--- config.mk ---
export PLATFORM = sky130hd
export DESIGN_NAME = seg7_scan_ctrl
export DESIGN_NICKNAME = d
export VERILOG_FILES = /design/src/rtl/seg7_pkg.sv /design/src/rtl/seg7_lz_mask.sv /design/src/rtl/seg7_scan_ctrl.sv
export SDC_FILE = /design/constraint.sdc
export NUM_CORES = 1
export LEC_CHECK = 0
export CORE_ASPECT_RATIO = 1.5
export CORE_UTILIZATION = 51
export DETAILED_ROUTE_END_ITERATION = 8
export PLACE_DENSITY = 0.76
export SYNTH_ARGS = -nofsm -noshare
export SYNTH_HDL_FRONTEND = slang
export SYNTH_SLANG_ARGS = --single-unit
--- constraint.sdc ---
create_clock -name i_Clk -period 2.5 [get_ports i_Clk]
set_input_delay 0.25 -clock i_Clk [delete_from_list [all_inputs] [get_ports i_Clk]]
set_output_delay 0.25 -clock i_Clk [all_outputs]
set_load 0.005 [all_outputs]
--- src/rtl/seg7_pkg.sv ---
// Shared types and helpers for the 7-segment scan controller.
package seg7_pkg;

  typedef enum logic [1:0] {
    IDLE  = 2'd0,
    BLANK = 2'd1,
    SHOW  = 2'd2
  } scan_state_t;

  localparam int NIBBLE_W   = 4;
  localparam int MAX_DIGITS = 16;

  function automatic logic [MAX_DIGITS-1:0] onehot(input int index);
    return MAX_DIGITS'(1) << index;
  endfunction

endpackage

--- src/rtl/seg7_lz_mask.sv ---
// Leading-zero suppress mask: digit k is blanked when it and every digit above it are zero.
module seg7_lz_mask
  import seg7_pkg::*;
#(
  parameter int NUM_DIGITS = 4
) (
  input  logic [NIBBLE_W*NUM_DIGITS-1:0] i_Value,
  input  logic                           i_LZ_Suppress,
  output logic [NUM_DIGITS-1:0]          o_Mask
);

  logic w_zero_above;

  // Digit 0 is excluded so an all-zero value still shows a single "0".
  always_comb begin
    o_Mask       = '0;
    w_zero_above = 1'b1;
    for (int k = NUM_DIGITS - 1; k > 0; k--) begin
      w_zero_above = w_zero_above & (i_Value[k*NIBBLE_W +: NIBBLE_W] == '0);
      o_Mask[k]    = i_LZ_Suppress & w_zero_above;
    end
  end

endmodule

--- src/rtl/seg7_scan_ctrl.sv ---
// Time-multiplexed 7-segment scan controller with dead-time and frame-aligned value updates.
module seg7_scan_ctrl
  import seg7_pkg::*;
#(
  parameter int NUM_DIGITS   = 4,
  parameter int REFRESH_DIV  = 6250,
  parameter int BLANK_CYCLES = 64
) (
  input  logic                           i_Clk,
  input  logic                           i_Rst_L,
  input  logic                           i_Enable,
  input  logic                           i_Load,
  input  logic [NIBBLE_W*NUM_DIGITS-1:0] i_Value,
  input  logic                           i_LZ_Suppress,
  output logic [NIBBLE_W-1:0]            o_Nibble,
  output logic [NUM_DIGITS-1:0]          o_Digit_En,
  output logic                           o_Frame_Done,
  output logic                           o_Pending
);

  localparam int VAL_W   = NIBBLE_W * NUM_DIGITS;
  localparam int CNT_MAX = (REFRESH_DIV > BLANK_CYCLES) ? REFRESH_DIV : BLANK_CYCLES;
  localparam int CNT_W   = $clog2(CNT_MAX);
  localparam int IDX_W   = (NUM_DIGITS > 1) ? $clog2(NUM_DIGITS) : 1;

  localparam logic [CNT_W-1:0] BLANK_LAST = CNT_W'(BLANK_CYCLES - 1);
  localparam logic [CNT_W-1:0] SHOW_LAST  = CNT_W'(REFRESH_DIV - 1);
  localparam logic [IDX_W-1:0] IDX_LAST   = IDX_W'(NUM_DIGITS - 1);

  localparam logic [1:0] ST_IDLE  = 2'(IDLE);
  localparam logic [1:0] ST_BLANK = 2'(BLANK);
  localparam logic [1:0] ST_SHOW  = 2'(SHOW);

  logic [1:0]            r_state;
  logic [IDX_W-1:0]      r_idx;
  logic [CNT_W-1:0]      r_cnt;
  logic [VAL_W-1:0]      r_active;
  logic [VAL_W-1:0]      r_shadow;
  logic                  r_pending;
  logic [NIBBLE_W-1:0]   r_nibble;
  logic [NUM_DIGITS-1:0] r_digit_en;
  logic                  r_frame_done;

  logic [1:0]            w_state_nxt;
  logic [IDX_W-1:0]      w_idx_nxt;
  logic [CNT_W-1:0]      w_cnt_nxt;
  logic                  w_commit;
  logic [VAL_W-1:0]      w_active_nxt;
  logic [NIBBLE_W-1:0]   w_nib_sel;
  logic [NUM_DIGITS-1:0] w_digit_sel;
  logic [NUM_DIGITS-1:0] w_lz_mask;

  seg7_lz_mask #(
    .NUM_DIGITS (NUM_DIGITS)
  ) u_lz_mask (
    .i_Value       (r_active),
    .i_LZ_Suppress (i_LZ_Suppress),
    .o_Mask        (w_lz_mask)
  );

  assign w_commit = (r_state == ST_SHOW) && (r_cnt == SHOW_LAST) &&
                    (r_idx == IDX_LAST) && i_Enable;

  always_comb begin
    w_state_nxt = r_state;
    w_idx_nxt   = r_idx;
    w_cnt_nxt   = r_cnt;
    case (r_state)
      ST_IDLE: begin
        if (i_Enable) begin
          w_state_nxt = ST_BLANK;
          w_idx_nxt   = '0;
          w_cnt_nxt   = '0;
        end
      end
      ST_BLANK: begin
        if (r_cnt == BLANK_LAST) begin
          w_state_nxt = ST_SHOW;
          w_cnt_nxt   = '0;
        end else begin
          w_cnt_nxt = r_cnt + 1'b1;
        end
      end
      ST_SHOW: begin
        if (r_cnt == SHOW_LAST) begin
          w_state_nxt = ST_BLANK;
          w_cnt_nxt   = '0;
          w_idx_nxt   = (r_idx == IDX_LAST) ? '0 : r_idx + 1'b1;
        end else begin
          w_cnt_nxt = r_cnt + 1'b1;
        end
      end
      default: begin
        w_state_nxt = ST_IDLE;
        w_idx_nxt   = '0;
        w_cnt_nxt   = '0;
      end
    endcase
    // Dropping enable aborts the frame from any state without committing.
    if (!i_Enable) begin
      w_state_nxt = ST_IDLE;
      w_idx_nxt   = '0;
      w_cnt_nxt   = '0;
    end
  end

  // A load that lands on the commit cycle bypasses the shadow entirely.
  always_comb begin
    w_active_nxt = r_active;
    if (i_Load && ((r_state == ST_IDLE) || w_commit))
      w_active_nxt = i_Value;
    else if (w_commit && r_pending)
      w_active_nxt = r_shadow;
  end

  always_comb begin
    w_nib_sel = '0;
    for (int k = 0; k < NUM_DIGITS; k++) begin
      if (w_idx_nxt == IDX_W'(k))
        w_nib_sel = w_active_nxt[k*NIBBLE_W +: NIBBLE_W];
    end
  end

  assign w_digit_sel = NUM_DIGITS'(onehot(int'(w_idx_nxt)));

  always_ff @(posedge i_Clk or negedge i_Rst_L) begin
    if (!i_Rst_L) begin
      r_state      <= ST_IDLE;
      r_idx        <= '0;
      r_cnt        <= '0;
      r_active     <= '0;
      r_shadow     <= '0;
      r_pending    <= 1'b0;
      r_nibble     <= '0;
      r_digit_en   <= '0;
      r_frame_done <= 1'b0;
    end else begin
      r_state      <= w_state_nxt;
      r_idx        <= w_idx_nxt;
      r_cnt        <= w_cnt_nxt;
      r_active     <= w_active_nxt;
      r_frame_done <= w_commit;

      if (i_Load && (r_state != ST_IDLE) && !w_commit)
        r_shadow <= i_Value;

      if ((i_Load && (r_state == ST_IDLE)) || w_commit)
        r_pending <= 1'b0;
      else if (i_Load)
        r_pending <= 1'b1;

      // Nibble is set up on entry to BLANK so the decoder output settles before SHOW.
      if (w_state_nxt == ST_BLANK)
        r_nibble <= w_nib_sel;

      if (w_state_nxt == ST_SHOW)
        r_digit_en <= w_digit_sel & ~w_lz_mask;
      else
        r_digit_en <= '0;
    end
  end

  assign o_Nibble     = r_nibble;
  assign o_Digit_En   = r_digit_en;
  assign o_Frame_Done = r_frame_done;
  assign o_Pending    = r_pending;

endmodule

==> results.cfg, run 1 <==
[timing]
fin_crit_ns = 2.53
period_share_pct = 101
fmax_ghz = 0.395
setup_viol = 1
finClkSkew_ns = 0.0154
maxSlewViolCount = 0
hold_viol = 0
worst_pin_slew_ns = 0.665
slew_headroom_pct = 55.7
rsz0062_at_grt = yes
timing.final.ws_setup_ns = -0.0322

[outcome]
status = finished, violations left
violations = negative setup slack

[final_layout]
synthToLayoutAreaGrowth_pct = 32.2
post-route-util_pct = 70.2
fin_nets = 363
drive_gt1_share_pct = 25.9
fillerInstances = 400
diodes = 0

[worst_setup_path]
cp_slowest_stage_delay_ns = 0.64
critical_path_class = register to register
crit_arrival_ns = 2.78
crit_required_ns = 2.75
cp_slowest_cell = or4_4
critPathLaunchType = register
cp_max_fo = 6
crit_path_frequent_cell = or4_4
path_cells = or4_4, or4_4, buf_4, mux2i_1, o21ai_1, o22ai_1, o31ai_1
crit_path_end_kind = register
crit_buf_inv = 1
cpLargestDelayFamily = simple AND/OR/NAND/NOR gates

[synthesis]
postSynthNetCount = 297
ys_async_sr_fraction_pct = 100
syn_inst = 269
synth_ff_type = dfrtp_1
synth_area_per_cell_um2 = 10.8
ys_types = 47
yosysWarningCount = 0
synth_top_area_share_pct = 51.0
synth_edf_count = 0
synth_area_leader_cell = dfrtp_1
seq_area_frac_synth_pct = 51.0
syn_area_um2 = 2890
ys_ff_latch = 59
synth_area_leaders = dfrtp_1 (51%), mux2i_1 (6.6%), mux2_2 (6.2%)

[routing]
postRouteAntennaNets = 0
drt_iter0_markers = 195
routed_wl_mm = 7.40
vias_per_cell = 5.91
wl_per_cell_um = 18.0
firstDrtPassIters = 4
vias = 2422
drc = 0

[clocking]
cts_tree = done
clk_latency_ns = 0.34
cts_buffers = 9
cts-root-buf = clkbuf_8
htreeDepth = 3
cts.sinks = 59
clk_pin_slew_ns = 0.07
clock_path_buffers = 2

[global_route]
antenna_found_initial = 0
grt_max_degree = 34
track_usage_pct = 25.5
grt_pass1_wl_mm = 11.3
grt_pass1_vias = 2380
overflow = 0

[floorplan]
die_x_um = 63.5
core-area_um2 = 5450
die_h_um = 94.2
num_rows = 33
initial_core_util_pct = 53.1
die-area_um2 = 5980
io_pins = 31

[power_and_ir_drop]
power_frac_comb_pct = 18.4
switching_power_mw = 0.694
p_leak_nw = 1.75
ir_drop_v = 0.000377
intPower_mw = 1.76
power.density_nw_per_um2 = 642
seqPwrFrac_pct = 49.1
p_clk_share_pct = 32.5
swShare_pct = 28.2

[hold_path]
min_path_type = input pin to asynchronous set/reset pin

[job]
max-cap-violations = 0

[placement]
port_buffers = 30
place.gp.congestion = 0.867
post-place-ws_ns = -0.252
dp_hpwl_mm = 4.91
## kinds of logic after synthesis
group / synth area share [%]
adders and majority gates: 3.03
and+or+nand+nor: 16.5
DFF: 51.0
xor gates and xnor gates: 3.03
AOI/OAI and AO/OA: 10.4
muxes: 12.8
buffers and inverters: 3.20
## cell usage in the layout, fill, tap and decap left out, types with 4 or more instances in the layout
cell	n
o21ai_1	11
clkbuf_8	11
buf_4	29
nand4_1	4
dfrtp_1	59
o21ai_0	4
nor2_1	20
o22ai_1	6
nand2_1	32
mux2_2	16
nor4_1	4
clkdlybuf4s50_1	29
o21ai_2	4
inv_1	8
ha_1	6
nand3_1	10
xnor2_1	4
xor2_1	6
mux2i_1	17
## registers in the layout, summed over array words and instances, names as in the netlist
name and count:
o_Digit_En 4, o_Frame_Done 1, o_Nibble 4, o_Pending 1, r_active 16, r_cnt 13, r_idx 2, r_shadow 16
r_state 2
## synthesized netlist by cell type, types with 2 or more instances
master     n
ha_1       7
nand4b_1   2
dfrtp_1   59
o22ai_1    6
inv_1      8
buf_2      5
and3_1     2
o31ai_1    3
a41oi_1    2
clkbuf_1   4
and2_1     3
nor3b_1    2
nand2_1   32
nor4_1     6
a21oi_1    2
nand4_1    4
xor2_1     6
mux2i_1   19
o41ai_1    2
buf_6      2
or2_2      2
mux2_2    16
xnor2_1    4
o21ai_1    4
nand3_1   10
a31oi_1    2
nor2_1    20
and4_1     2
o21ai_0   15
## layout make-up
cell class	instances	area [µm²]	share of cell area, %
flip-flops and latches	59	1480	38.6
inverters	8	30.0	0.785
clock buffers	12	155	4.06
multi-input cells	192	1440	37.6
repair buffers	65	611	16.0
clock inverters	4	25.0	0.654
well taps	70	87.6	2.29
## routing by layer
layer	global-route usage (%)	wire length (µm)	vias up
met3	6.55	331	35
li1	-	-	1120
met4	15.7	437	0
met5	0	0	-
met1	26.6	2750	1180
met2	44.9	3870	87
## through the flow
stage | cells | area, µm² | hold slack (ns) | power [mW] | setup TNS, ns
final | 410 | 3820 | 0.473 | 2.46 | -0.0322
after global placement | 386 | 3460 | 0.303 | 1.61 | -0.456
after floorplan | 269 | 2900 | -0.0456 | 1.42 | 0
after global routing | 410 | 3820 | 0.515 | 2.56 | -0.417
after detailed placement | 386 | 3460 | 0.307 | 1.63 | -0.646
after CTS | 407 | 3740 | 0.469 | 2.42 | -0.0262
## path summary, 6_finish.rpt
check / slack, ns / startpoint / to / cells after the start
setup / recovery: -0.03 / r_cnt[10] / o_Nibble[1] / 7
hold / removal: 0.47 / i_Rst_L / r_shadow[13] / 2
setup reg to reg: -0.03 / r_cnt[10] / o_Nibble[1] / 7
hold reg to reg: 0.50 / o_Nibble[1] / o_Nibble[1] / 2
max in group asynchronous: 1.42 / i_Rst_L / o_Pending / 3
min in group i_Clk: 0.50 / o_Nibble[1] / o_Nibble[1] / 2
## power groups by stage
stage / clock network (mW) / logic, mW / registers [mW]
floorplan: 0 / 0.234 / 1.19
global placement: 0 / 0.402 / 1.21
detailed placement: 0 / 0.416 / 1.22
CTS: 0.803 / 0.421 / 1.20
global route: 0.848 / 0.493 / 1.22
finish: 0.797 / 0.452 / 1.21
## timing repair
| action | 4_1_cts | 5_1_grt |
|---|---|---|
| hold buffers | 1 | 0 |
| gates cloned | 1 | 1 |
| buffers inserted | 3 | 2 |
| setup endpoints to repair | 5 | 8 |
| pin swaps | 4 | 11 |
| endpoints found under the hold margin | 26 | 0 |
| gates resized for setup | 15 | 11 |
Power figures use the tool's default switching activity.
==> run 2, diff against run 1 <==
--- a/config.mk
+++ b/config.mk
@@ -9,6 +9,7 @@
 export CORE_UTILIZATION = 51
 export DETAILED_ROUTE_END_ITERATION = 8
 export PLACE_DENSITY = 0.76
+export REMOVE_ABC_BUFFERS = 1
 export SYNTH_ARGS = -nofsm -noshare
 export SYNTH_HDL_FRONTEND = slang
 export SYNTH_SLANG_ARGS = --single-unit
==> results.cfg, run 2 (same netlist as run 1, synthesis figures left out) <==
[outcome]
status = finished, violations left
violations = negative setup slack

[clocking]
clk_pin_slew_ns = 0.08
cts-root-buf = clkbuf_8
clk_latency_ns = 0.35
clock_path_buffers = 2
cts_buffers = 9
cts.sinks = 59
cts_tree = done
htreeDepth = 3

[floorplan]
die-area_um2 = 5980
die_h_um = 94.2
io_pins = 31
num_rows = 33
initial_core_util_pct = 53.1
core-area_um2 = 5450
die_x_um = 63.5

[routing]
firstDrtPassIters = 4
drc = 0
routed_wl_mm = 8.85
vias_per_cell = 6.05
vias = 2621
drt_iter0_markers = 157
wl_per_cell_um = 20.4
postRouteAntennaNets = 0

[placement]
place_inst = 393
dp_hpwl_mm = 5.06
port_buffers = 30
place.gp.congestion = 0.958

[timing]
hold_viol = 0
slew_headroom_pct = 66.0
timing.final.ws_setup_ns = -0.128
finClkSkew_ns = 0.0104
fmax_ghz = 0.381
rsz0062_at_grt = yes
worst_pin_slew_ns = 0.510
fin_crit_ns = 2.63
period_share_pct = 105
setup_viol = 4
maxSlewViolCount = 0

[global_route]
grt_pass1_wl_mm = 13.3
overflow = 0
grt_pass1_vias = 2790
grt_max_degree = 22
antenna_found_initial = 0
track_usage_pct = 30.5

[final_layout]
post-route-util_pct = 76.9
final_cell_mix = dfrtp_1 (58), buf_4 (46), clkdlybuf4s50_1 (29)
final_common_cell = dfrtp_1
drive_gt1_share_pct = 37.7
fin_nets = 386
synthToLayoutAreaGrowth_pct = 44.9
fillerInstances = 337
diodes = 0
final_cells = 433
largestRegisters = r_active x16, r_shadow x16, r_cnt x13

[worst_setup_path]
crit_required_ns = 2.70
crit_arrival_ns = 2.83
path_cells = or4bb_4, buf_6, or4_4, buf_12, mux2i_1, o21ai_2, mux2i_1, o221ai_1
critical_path_class = register to register
crit_path_frequent_cell = mux2i_1
cp_slowest_stage_delay_ns = 0.58
cp_max_fo = 6
cp_slowest_cell = or4bb_4
crit_path_end_kind = register
critPathLaunchType = register

[hold_path]
min_path_type = input pin to asynchronous set/reset pin

[job]
max-cap-violations = 0

[power_and_ir_drop]
p_leak_nw = 1.96
power.density_nw_per_um2 = 682
ir_drop_v = 0.000594
[run 2: changes by cell type in the layout (fill, tap and decap cells not counted), moves of 4 or more]
cell,previous run,this run
buf_4,29,46
o21ai_2,4,15
o21ai_1,11,2
nand2_1,32,25
buf_6,2,7
nand2_2,0,4
[run 2: critical path: cells and delay by family, from the launching register on]
| family | cells | cell delay (ns) |
|---|---|---|
| simple gates | 2 | 1.15 |
| mux | 2 | 0.37 |
| compound gates | 2 | 0.27 |
| buf+inv | 2 | 0.31 |
| flops | 1 | 0.38 |
[run 2: final cells by class]
type | count | area, µm² | share of cell area, %
Clock buffer | 9 | 124 | 2.96
Clock inverter | 7 | 124 | 2.96
Inverter | 8 | 30.0 | 0.716
Multi-Input combinational cell | 192 | 1530 | 36.5
Sequential cell | 59 | 1480 | 35.3
Tap cell | 70 | 87.6 | 2.09
Timing Repair Buffer | 88 | 817 | 19.5
[run 2: timing repair]
item	4_1_cts	5_1_grt
setup buffers	14	11
hold endpoints to repair	19	0
endpoints found under the setup margin	6	26
hold buffers	1	0
pin swaps	15	13
gates cloned	3	0
resized for setup	54	18
[run 2: metal layers]
metal | vias to the layer above | track usage, % | part of all wire [%]
li1 | 1167 | - | -
met1 | 1286 | 31.4 | 35
met2 | 120 | 52.9 | 54
met3 | 48 | 7.16 | 4.8
met4 | 0 | 22.5 | 5.8
met5 | - | 0 | 0
[run 2: stage by stage]
step / TNS (ns) / hold WS (ns) / instance area, µm² / worst slack, ns / power, mW
3_5_place_dp: -0.338 / 0.243 / 3500 / -0.125 / 1.63
6_report: -0.357 / 0.402 / 4190 / -0.128 / 2.86
5_1_grt: -1.19 / 0.442 / 4190 / -0.152 / 2.94
3_3_place_gp: -0.157 / 0.244 / 3500 / -0.0857 / 1.61
2_1_floorplan: -12.90 / -0.0456 / 2830 / -0.671 / 1.41
4_1_cts: -0.0646 / 0.402 / 4080 / -0.0372 / 2.85
[run 2: power by group]
| part | internal [mW] | total, mW | switching [mW] |
|---|---|---|---|
| logic | 0.293 | 0.548 | 0.255 |
| registers | 1.11 | 1.21 | 0.0990 |
| clock network | 0.669 | 1.10 | 0.435 |
| total | 2.07 | 2.86 | 0.789 |
[run 2: path summary, 6_finish.rpt]
kind / end / from / slack [ns] / cells past startpoint
max in group asynchronous: o_Digit_En[3] / i_Rst_L / 1.42 / 3
setup / recovery: o_Nibble[2] / r_cnt[4] / -0.13 / 8
setup reg to reg: o_Nibble[2] / r_cnt[4] / -0.13 / 8
min in group i_Clk: r_cnt[0] / r_cnt[0] / 0.46 / 1
hold reg to reg: r_cnt[0] / r_cnt[0] / 0.46 / 1
hold / removal: r_cnt[1] / i_Rst_L / 0.40 / 2
==> run 3, diff against run 2 <==
--- a/config.mk
+++ b/config.mk
@@ -13,3 +13,4 @@
 export SYNTH_ARGS = -nofsm -noshare
 export SYNTH_HDL_FRONTEND = slang
 export SYNTH_SLANG_ARGS = --single-unit
+export TNS_END_PERCENT = 10
==> results.cfg, run 3 (same netlist as run 1, synthesis figures left out) <==
[routing]
firstDrtPassIters = 5
drt_iter0_markers = 134
vias_per_cell = 6.05
routed_wl_mm = 8.96
drc = 0
postRouteAntennaNets = 0
wl_per_cell_um = 20.9
vias = 2594

[timing]
rsz0062_at_grt = yes
fin_crit_ns = 2.62
worst_pin_slew_ns = 0.508
timing.final.ws_setup_ns = -0.122
maxSlewViolCount = 0
fmax_ghz = 0.381
fin_setup_tns_ns = -0.363
finClkSkew_ns = 0.0123
period_share_pct = 105
slew_headroom_pct = 66.1
hold_viol = 0
setup_viol = 7

[worst_setup_path]
crit_required_ns = 2.70
crit_arrival_ns = 2.83
cp_slowest_cell = or4_4
cpLargestDelayFamily = simple AND/OR/NAND/NOR gates
cp_slowest_stage_delay_ns = 0.57
path_cells = or4bb_4, buf_6, or4_4, buf_12, mux2i_1, o21ai_2, mux2i_1, o221ai_1
crit_path_end_kind = register
cp_max_fo = 6
critPathLaunchType = register
crit_start = r_cnt[2]
crit_buf_inv = 2
crit_path_frequent_cell = mux2i_1
reg2reg_from = r_cnt[2]
critical_path_class = register to register

[final_layout]
drive_gt1_share_pct = 35.7
largestRegisters = r_active x16, r_shadow x16, r_cnt x13
fin_nets = 382
fillerInstances = 347
final_cells = 429
diodes = 0
fin_area_um2 = 4140
final_cell_mix = dfrtp_1 (58), buf_4 (43), clkdlybuf4s50_1 (29)
final_common_cell = dfrtp_1
synthToLayoutAreaGrowth_pct = 43.1

[power_and_ir_drop]
intPower_mw = 2.07
power_frac_comb_pct = 19.2
power.density_nw_per_um2 = 693
switching_power_mw = 0.798
p_leak_nw = 1.93
power_mw = 2.87
swShare_pct = 27.8
p_clk_share_pct = 38.5
ir_drop_v = 0.000601
seqPwrFrac_pct = 42.2

[clocking]
cts_tree = done
clk_pin_slew_ns = 0.07
clk_latency_ns = 0.35
clock_path_buffers = 2
cts-root-buf = clkbuf_8
cts.sinks = 59
htreeDepth = 3
cts_buffers = 9

[floorplan]
initial_core_util_pct = 53.1
die_h_um = 94.2
core-area_um2 = 5450
num_rows = 33
io_pins = 31
die_x_um = 63.5
die-area_um2 = 5980

[global_route]
grt-busiest-layer = met2
antenna_found_initial = 0
use_met1_pct = 31.4
grt_max_degree = 22
track_usage_pct = 30.5
overflow = 0
grt_pass1_wl_mm = 13.3
grtUsageMet3_pct = 7.16
met2_usage_pct = 52.9
grt_pass1_vias = 2790

[job]
max-cap-violations = 0

[placement]
place.gp.congestion = 0.958
port_buffers = 30
post_dp_cell_area_um2 = 3500
dp_hpwl_mm = 5.06
post-place-ws_ns = -0.125
place_inst = 393

[outcome]
status = finished, violations left
violations = negative setup slack

[hold_path]
min_path_type = input pin to asynchronous set/reset pin
run 3: cell types whose count changed in the layout (fill, tap and decap cells not counted), sizes merged:
cell / previous run / this run
buf: 58 / 54
run 3: timing repair:
| item | 4_1_cts | 5_1_grt |
|---|---|---|
| gates cloned | 3 | 0 |
| endpoints found under the setup margin | 6 | 26 |
| pin swaps | 15 | 11 |
| setup buffers | 14 | 6 |
| hold buffers | 1 | 0 |
| hold endpoints to repair | 19 | 0 |
| gates resized for setup | 54 | 12 |
run 3: final timing paths:
kind | end | slack, ns | cells after the start
min in group i_Clk | r_active[15] | 0.49 | 3
worst min-delay path | r_cnt[3] | 0.40 | 2
worst max register to register | o_Nibble[2] | -0.12 | 8
worst min register to register | r_cnt[0] | 0.50 | 1
max in group asynchronous | o_Digit_En[3] | 1.43 | 3
worst max-delay path | o_Nibble[2] | -0.12 | 8
run 3: area by class of cell:
class	count	area, µm²	share of cell area (%)
Multi-Input combinational cell	192	1510	36.5
Sequential cell	59	1480	35.7
Timing Repair Buffer	84	783	18.9
Clock buffer	9	124	2.99
Clock inverter	7	124	2.99
Tap cell	70	87.6	2.12
Inverter	8	30.0	0.726
run 3: per-layer routing:
| layer | share of wire, % | wire (µm) |
|---|---|---|
| met4 | 5.4 | 488 |
| met2 | 54 | 4800 |
| met5 | 0 | 0 |
| met3 | 5.9 | 527 |
| met1 | 35 | 3150 |
run 3: metrics by stage:
step,utilization [%],hold slack (ns)
2_1_floorplan,-,-0.0456
3_3_place_gp,64.3,0.244
3_5_place_dp,64.3,0.243
4_1_cts,74.8,0.402
5_1_grt,75.9,0.443
6_report,75.9,0.400
run 3: worst reg2reg max path, cell delays in order (launching register included):
cell and delay (ns):
dfrtp_1 0.40, or4bb_4 0.56, buf_6 0.14, or4_4 0.57
buf_12 0.17, mux2i_1 0.21, o21ai_2 0.10, mux2i_1 0.16
o221ai_1 0.17
run 3: power by group through the flow:
stage | Clock, mW | Sequential, mW | Combinational, mW
finish | 1.11 | 1.21 | 0.552
CTS | 1.11 | 1.20 | 0.537
global placement | 0 | 1.21 | 0.405
detailed placement | 0 | 1.21 | 0.415
global route | 1.15 | 1.22 | 0.582
floorplan | 0 | 1.19 | 0.226
